$ cat src/rtl/mvm_pkg.sv
// rtl/mvm_pkg.sv - shared types for the matrix-vector multiplier result drain
package mvm_pkg;

    localparam int MVM_B     = 20;
    localparam int MVM_OUT_W = 32;

    typedef logic signed [2*MVM_B-1:0]  acc_t;
    typedef logic signed [MVM_OUT_W-1:0] out_t;

    typedef struct packed {
        logic sat;
        logic last;
        out_t data;
    } drain_word_t;

    typedef enum logic [1:0] {
        IDLE,
        WAIT,
        CAPTURE
    } drain_state_t;

endpackage

$ cat src/rtl/mvm_drain_fifo.sv
// rtl/mvm_drain_fifo.sv - synchronous show-ahead FIFO with occupancy count
module mvm_drain_fifo #(
    parameter int WIDTH = 34,
    parameter int DEPTH = 16
) (
    input  logic                       clk,
    input  logic                       reset,
    input  logic                       push,
    input  logic [WIDTH-1:0]           wdata,
    input  logic                       pop,
    output logic [WIDTH-1:0]           rdata,
    output logic                       empty,
    output logic [$clog2(DEPTH):0]     count
);

    localparam int PW = $clog2(DEPTH);

    logic [WIDTH-1:0] mem [DEPTH];
    logic [PW-1:0]    wr_ptr;
    logic [PW-1:0]    rd_ptr;
    logic             do_push;
    logic             do_pop;
    logic             full;

    assign empty   = (count == '0);
    assign full    = (count == (PW+1)'(DEPTH));
    assign do_pop  = pop && !empty;
    // A push into a full FIFO is only safe when the head leaves in the same cycle.
    assign do_push = push && (!full || do_pop);
    assign rdata   = mem[rd_ptr];

    always_ff @(posedge clk) begin
        if (do_push) begin
            mem[wr_ptr] <= wdata;
        end
    end

    always_ff @(posedge clk) begin
        if (reset) begin
            wr_ptr <= '0;
            rd_ptr <= '0;
            count  <= '0;
        end else begin
            if (do_push) begin
                wr_ptr <= wr_ptr + 1'b1;
            end
            if (do_pop) begin
                rd_ptr <= rd_ptr + 1'b1;
            end
            case ({do_push, do_pop})
                2'b10:   count <= count + 1'b1;
                2'b01:   count <= count - 1'b1;
                default: count <= count;
            endcase
        end
    end

endmodule

$ cat src/rtl/mvm_result_drain.sv
// rtl/mvm_result_drain.sv - captures a K-word result burst, saturates it and streams it out
module mvm_result_drain
    import mvm_pkg::*;
#(
    parameter int K      = 8,
    parameter int B      = 20,
    parameter int OUT_W  = 32,
    parameter int FRAC   = 0,
    parameter int OFFSET = 1,
    parameter int DEPTH  = 16
) (
    input  logic                    clk,
    input  logic                    reset,
    input  logic                    done_in,
    input  logic signed [2*B-1:0]   y_in,
    output logic                    m_valid,
    input  logic                    m_ready,
    output logic signed [OUT_W-1:0] m_data,
    output logic                    m_last,
    output logic                    m_sat,
    output logic                    busy,
    output logic                    drop
);

    localparam int AW = 2*B;
    localparam int CW = (OFFSET > 1) ? $clog2(OFFSET) : 1;
    localparam int IW = (K > 1) ? $clog2(K) : 1;
    localparam int NW = $clog2(DEPTH) + 1;
    localparam int EW = OUT_W + 2;

    drain_state_t   state;
    drain_state_t   state_next;
    logic [CW-1:0]  wait_cnt;
    logic [CW-1:0]  wait_cnt_next;
    logic [IW-1:0]  idx;
    logic [IW-1:0]  idx_next;
    logic           drop_next;
    logic           push;
    logic           fits;
    logic [NW-1:0]  count;
    logic           empty;
    logic [EW-1:0]  head;
    logic [EW-1:0]  entry;

    logic signed [AW-1:0] t;
    logic [OUT_W-1:0]     word_data;
    logic                 word_sat;

    assign t = y_in >>> FRAC;

    generate
        if (OUT_W >= AW) begin : g_wide
            assign word_data = OUT_W'(t);
            assign word_sat  = 1'b0;
        end else if (OUT_W >= AW - FRAC) begin : g_trunc
            // The shift already left only sign copies above OUT_W.
            assign word_data = t[OUT_W-1:0];
            assign word_sat  = 1'b0;
        end else begin : g_sat
            localparam int UW = AW - OUT_W + 1;
            logic [UW-1:0] upper;
            logic          ovf_pos;
            logic          ovf_neg;
            assign upper     = t[AW-1:OUT_W-1];
            assign ovf_pos   = !upper[UW-1] && (|upper);
            assign ovf_neg   = upper[UW-1] && !(&upper);
            assign word_data = ovf_pos ? {1'b0, {(OUT_W-1){1'b1}}} :
                               ovf_neg ? {1'b1, {(OUT_W-1){1'b0}}} :
                                         t[OUT_W-1:0];
            assign word_sat  = ovf_pos || ovf_neg;
        end
    endgenerate

    // Pops in the done cycle are ignored so the decision never depends on m_ready.
    assign fits  = (NW'(DEPTH) - count) >= NW'(K);
    assign entry = {word_sat, (idx == IW'(K-1)), word_data};

    always_ff @(posedge clk) begin
        if (reset) begin
            state    <= IDLE;
            wait_cnt <= '0;
            idx      <= '0;
            drop     <= 1'b0;
        end else begin
            state    <= state_next;
            wait_cnt <= wait_cnt_next;
            idx      <= idx_next;
            drop     <= drop_next;
        end
    end

    always_comb begin
        state_next    = state;
        wait_cnt_next = wait_cnt;
        idx_next      = idx;
        drop_next     = 1'b0;
        push          = 1'b0;
        case (state)
            IDLE: begin
                if (done_in) begin
                    if (fits) begin
                        idx_next = '0;
                        if (OFFSET == 1) begin
                            state_next = CAPTURE;
                        end else begin
                            wait_cnt_next = CW'(OFFSET - 1);
                            state_next    = WAIT;
                        end
                    end else begin
                        drop_next = 1'b1;
                    end
                end
            end
            WAIT: begin
                wait_cnt_next = wait_cnt - 1'b1;
                if (wait_cnt == CW'(1)) begin
                    state_next = CAPTURE;
                end
            end
            CAPTURE: begin
                push     = 1'b1;
                idx_next = idx + 1'b1;
                if (idx == IW'(K-1)) begin
                    idx_next   = '0;
                    state_next = IDLE;
                end
            end
            default: state_next = IDLE;
        endcase
    end

    mvm_drain_fifo #(
        .WIDTH (EW),
        .DEPTH (DEPTH)
    ) u_fifo (
        .clk   (clk),
        .reset (reset),
        .push  (push),
        .wdata (entry),
        .pop   (m_valid && m_ready),
        .rdata (head),
        .empty (empty),
        .count (count)
    );

    assign m_valid = !empty;
    assign m_sat   = empty ? 1'b0 : head[EW-1];
    assign m_last  = empty ? 1'b0 : head[EW-2];
    assign m_data  = empty ? '0 : head[OUT_W-1:0];
    assign busy    = (state != IDLE);

endmodule
$ cat config.mk
export PLATFORM = sky130hd
export DESIGN_NAME = mvm_result_drain
export DESIGN_NICKNAME = d
export VERILOG_FILES = /design/src/rtl/mvm_pkg.sv /design/src/rtl/mvm_drain_fifo.sv /design/src/rtl/mvm_result_drain.sv
export SDC_FILE = /design/constraint.sdc
export NUM_CORES = 1
export LEC_CHECK = 0
export ABC_AREA = 1
export CAP_MARGIN = 5
export CELL_PAD_IN_SITES_DETAIL_PLACEMENT = 2
export CELL_PAD_IN_SITES_GLOBAL_PLACEMENT = 2
export CORE_MARGIN = 2
export CORE_UTILIZATION = 44
export CTS_BUF_LIST = sky130_fd_sc_hd__clkbuf_4
export DETAILED_ROUTE_END_ITERATION = 10
export PLACE_DENSITY_LB_ADDON = 0.1
export SLEW_MARGIN = 20
export SYNTH_ARGS = -nofsm -noshare
export SYNTH_HDL_FRONTEND = slang
export SYNTH_SLANG_ARGS = --single-unit
$ cat constraint.sdc
create_clock -name clk -period 3.8 [get_ports clk]
set_input_delay 0.95 -clock clk [delete_from_list [all_inputs] [get_ports clk]]
set_output_delay 0.95 -clock clk [all_outputs]
set_load 0.03 [all_outputs]
# After elaboration in Yosys (flattened, before gate mapping)
# Memories as Yosys holds them, arrays and structs flattened. A register that Yosys moved wholly into a read port is not among the register bits.
# Cells that the tools add are included.
# Widths: inputs -> output; s select.
# totals
wordCells	70
inputBits	44
memories	1
reg_bits	20
output_inout_bits	37
ramBits	544
# op_classes
n_addsub	7
muxes	21
bitwise	2
reduce_logical	21
order_cmp	1
eq_ne	10
# mem_list
memory	words	width	read_ports	rd_ports_with_merged_regs	write_ports	line	text
u_fifo.mem	16	34	1	1	1	mvm_drain_fifo.sv:18	logic [WIDTH-1:0] mem [DEPTH];
# ops
op	count
$mux 32	3
$pmux 5 s2	1
$mux 3	3
$reduce_and 9->1	1
$reduce_or 9->1	1
$add 4x1->4 const B	2
$mux 2	4
$mux 4	2
$mux 1	6
$ne 2x2->1 const B	3
$pmux 2 s3	1
$pmux 3 s2	1
$reduce_bool 2->1	3
$add 5x1->5 const B	1
$eq 5x5->1 const B	1
$ge 5x4->1 const B	1
$logic_and 1x1->1	5
$logic_not 5->1	1
$sub 5x1->5 const B	1
$sub 5x5->5 const A	1
$eq 2x1->1 const B	2
$eq 2x2->1 const B	2
$logic_not 1->1	4
$reduce_and 4->1	1
9 further kinds	11

# Logic depth before layout (Yosys ltp)
# logic_depth
word_depth	8
depth_mapped	20
depth_no_buf	19

# Modules after synthesis
# A second synthesis with hierarchy kept.
# unflattened
hier_cells	2036
area_unflattened_um2	23777.8
# modules_own_cells
module	area_per_inst_um2	cells_each	seq_area_each_um2	n_inst
mvm_drain_fifo	22902.0	1847	16676.0	1
mvm_result_drain	875.8	189	100.1	1

# Worst setup path after synthesis
# Ideal clock, no wire load.
# synth_timing
path_type	register to register
from	register u_fifo.count[0]
to	memory u_fifo.mem[11][0], enable pin
arrival_time_ns	3.131
path_buffers	1
stages_incl_launch_ff	13
setup_slack_ns	0.244
cell_sequence	dfxtp_1 > nor2_1 > nand3_1 > inv_1 > ha_1 > buf_2 > inv_1 > nand2_1 > nand2_1 > nand2_1 > inv_1 > nand3_1 > nor2_1
# synth_via
elab_chain_cells	8
elab_cells_between_ends	10
classes_between	1 x eq/ne; 2 x mux; 7 x reduce/logical
# synth_lines
item	line	text
start, declared	mvm_drain_fifo.sv:13	output logic [$clog2(DEPTH):0] count
start signal, assigned	mvm_drain_fifo.sv:51	2'b10: count <= count + 1'b1;
start signal, assigned	mvm_drain_fifo.sv:52	2'b01: count <= count - 1'b1;
start signal, assigned	mvm_drain_fifo.sv:53	default: count <= count;
$logic_not 5->1 *	mvm_drain_fifo.sv:25	assign empty = (count == '0);
$logic_not 1->1 *	mvm_result_drain.sv:146	assign m_valid = !empty;
named net m_valid	mvm_result_drain.sv:16	output logic m_valid,
$logic_and 1x1->1	mvm_result_drain.sv:140	.pop (m_valid && m_ready),
$logic_and 1x1->1 *	mvm_drain_fifo.sv:27	assign do_pop = pop && !empty;
$logic_or 1x1->1 *	mvm_drain_fifo.sv:29	assign do_push = push && (!full || do_pop);
$logic_and 1x1->1 *	mvm_drain_fifo.sv:29	
$mux 1 *	mvm_drain_fifo.sv:33	if (do_push) begin
$mux 1 (not written as such) *	mvm_drain_fifo.sv:34	mem[wr_ptr] <= wdata;
end, declared	mvm_drain_fifo.sv:18	
# Mark *: on every way through the listed nets, which the timed path passes. The rest lies on a longest branch.

==> impl_metrics.py <==
metrics = {
    "power": {
        "cellLeakagePower_nw": 10.3,
        "max-vdd-ir-drop_uv": 427,
        "power.share.sequential_pct": 33.7,
        "power.share.clock_pct": 28.3,
        "design_power_total_mw": 21.6,
        "switchingPower_mw": 8.77,
        "power-per-cell-area_nw_per_um2": 748,
        "netSwitchingFraction_pct": 40.6,
        "p_int_mw": 12.8,
        "p_comb_share_pct": 38.0,
    },
    "finish": {
        "syn2layout_area_growth_pct": 23.5,
        "commonest_non_fill_non_tap_cells_in_the_layout": "edfxtp_1, nor2_1, nand2_1",
        "stdcell_area_um2": 28900,
        "layout.area.seq_um2": 16800,
        "share_of_cells_above_drive_strength_1_pct": 22.2,
        "final_common_cell": "edfxtp_1",
        "fin_nets": 2283,
        "multi_input_comb_area_um2": 6260,
        "finish.utilization_pct": 54.9,
        "layout_filler_cell_count": 4961,
        "final_cells": 3025,
    },
    "run": {
        "number_of_maximum_capacitance_violations": 0,
    },
    "placement": {
        "port-buffer-count": 80,
        "place_congestion": 0.769,
        "dpl_cell_area_um2": 25300,
        "place.detailed.instances": 2708,
        "hpwlAfterDp_um": 44700,
    },
    "global_route": {
        "first_global_vias": 20200,
        "grt_total_usage_pct": 36.3,
        "congestion_overflow_gr": 0,
        "maximum_number_of_pins_on_one_net_before_global_route_repair": 66,
        "grt_first_pass_wirelength_um": 140000,
        "antenna_violations_before_repair": 2,
    },
    "worst_setup_path": {
        "critical_path.endpoint_type": "primary output",
        "regToRegEndpoint": "u_fifo.mem[0][10]",
        "worst_reg_to_reg_cells": 12,
        "r2r_slack_ns": 0.64,
        "worstPathRequired_ns": 2.85,
        "timing.critical_path.to": "m_data[30]",
        "arrival_ns": 3.30,
        "setup.worst_path.start_class": "register",
        "r2r-start": "u_fifo.count[2]",
        "worst-path-max-fanout": 19,
        "worstSetupPathType": "reg -> out",
    },
    "yosys": {
        "synth.cell_area_um2": 23400,
        "synth_enable_flop_cells": 544,
        "synth_async_sr_flop_share_pct": 0,
        "yosysWarnings": 0,
        "synth_top_area_share_pct": 69.9,
        "synth.yosys.seq_area_share_pct": 71.8,
        "postSynthNetCount": 2057,
        "synth.ff_latch_count": 566,
        "synth_cells": 2000,
        "syn_avg_cell_area_um2": 11.7,
        "synth_top_cell_by_area": "edfxtp_1",
        "dominantRegCellSynth": "edfxtp_1",
        "ys_top_cells_by_area": "edfxtp_1, nor2_1, nand2_1",
        "number_of_distinct_library_cells_after_synthesis": 31,
    },
    "sta": {
        "rsz0062_at_grt": "true",
        "hold_violations": 0,
        "timing_worst_slew_pin_value_ns": 0.863,
        "final_period_utilization_pct": 112,
        "fmax_mhz": 236,
        "worst_clock_skew_ns": 0.0910,
        "slew_violations": 0,
        "final_setup_violation_count": 33,
        "final_worst_path_period_need_ns": 4.25,
        "final.setup.worst_slack_ns": -0.446,
        "maxSlewHeadroom_pct": 42.4,
        "fin_hold_ws_ns": 0.477,
    },
    "drt": {
        "dr_total_vias": 19700,
        "detail_route.vias_per_cell": 6.53,
        "first_pass_iters": 6,
        "detail_route.drc_violations": 0,
        "routed_wire_length_per_instance_um": 37.6,
        "drt_wl_total_um": 114000,
        "drtIter0Drc": 2426,
        "route.antenna.remaining_nets": 0,
    },
    "clock_network": {
        "clockRootBuffer": "clkbuf_4",
        "cts.hold.buffers_added": 0,
        "cts_tree": "done",
        "clkLatencyLatePin_ns": 1.11,
        "clkSinkCount": 566,
        "cts.clk_slew.worst_paths_ns": 0.10,
        "clock_path_buffers": 3,
        "cts_made_buffers": 149,
        "cts_max_level": 4,
    },
    "floorplan": {
        "die_area_um2": 55000,
        "start_util_pct": 44.5,
        "floorplan.io_pins": 81,
        "placementRows": 84,
        "die_h_um": 234,
        "die_width_um": 234,
        "core_area_um2": 52600,
    },
    "run_status": {
        "violations": "setup timing",
        "run_status": "finished with violations",
    },
    "worst_hold_path": {
        "hold_path_class": "reg -> reg",
    },
}
## power groups by stage
| stage | Clock [mW] | Sequential, mW | Combinational (mW) |
|---|---|---|---|
| 4_1_cts | 5.54 | 7.25 | 7.03 |
| 3_5_place_dp | 0 | 7.42 | 5.82 |
| 5_1_grt | 6.36 | 7.29 | 8.46 |
| 3_3_place_gp | 0 | 7.39 | 5.52 |
| 6_report | 6.11 | 7.28 | 8.21 |
| 2_1_floorplan | 0 | 7.32 | 3.41 |
## area by class of cell
type	count	area share, %
inverters	34	0.598
flip-flops and latches	566	58.2
diodes	6	0.0520
clock buffers	216	5.62
multi-input cells	1276	21.7
well taps	688	2.98
repair buffers	196	9.99
repair inverters	3	0.0997
clock inverters	40	0.811
## per-layer routing
metal / track usage [%] / vias to the layer above / wire length, um
met5: 0 / - / 0
li1: - / 7567 / -
met1: 42.6 / 10200 / 41200
met2: 62.5 / 1493 / 55600
met3: 8.67 / 481 / 9890
met4: 17.8 / 0 / 6950
## state kept, by name, summed over array words and instances (netlist names), named ones only
register / flops
idx: 3
u_fifo.mem: 544
u_fifo.wr_ptr: 4
drop: 1
state: 1
u_fifo.count: 5
u_fifo.rd_ptr: 4
## cell usage after synthesis, types with 3 or more instances
cell      number
a21oi_1       47
nand3_1      202
clkbuf_1      34
dfxtp_1       22
nand2_1      286
nor2_1       458
o211ai_2      10
xor2_1         4
nor4_1         3
o21ai_1       37
inv_1         30
buf_4         13
buf_2         37
o21ai_0      197
clkbuf_2      10
ha_1          13
buf_6         22
nor2_2        10
edfxtp_1     544
buf_1          5
o211ai_1       3
## repair_timing
item / 4_1_cts / 5_1_grt
buffers inserted: 13 / 17
resized for setup: 86 / 144
gates cloned: 16 / 10
endpoints found under the setup margin: 34 / 35
pin swaps: 13 / 41
## through the flow
stage	setup WS (ns)	setup TNS [ns]
global placement	0.487	0
floorplan	0.244	0
CTS	-0.0531	-0.383
global route	-0.485	-7.94
detailed placement	0.385	0
finish	-0.446	-6.09
## critical path, stage by stage (launching register included)
cell     delay, ns
dfxtp_4       0.40
buf_12        0.18
buf_4         0.16
buf_16        0.18
buf_4         0.13
nor2_1        0.04
nor2_1        0.14
o21ai_0       0.23
nand3_1       0.24
nand3_2       0.14
a21oi_4       0.21
buf_12        0.14
## logic make-up after synthesis
group	after synthesis	synth area share [%]
fa+ha+maj	13	0.696
simple gates	962	16.7
xor+xnor	4	0.150
flops	566	71.8
compound gates	297	6.75
buf+inv	158	3.89
## worst min path at each step
stage | end | from | depth (start not counted)
2_1_floorplan | register | u_fifo.rd_ptr[3] | 1
3_3_place_gp | register | u_fifo.rd_ptr[3] | 1
3_5_place_dp | register | u_fifo.rd_ptr[3] | 1
4_1_cts | register | u_fifo.rd_ptr[3] | 1
5_1_grt | drop | done_in | 3
6_report | idx[2] | idx[2] | 2
No activity file was read; power rests on OpenSTA's default activity.
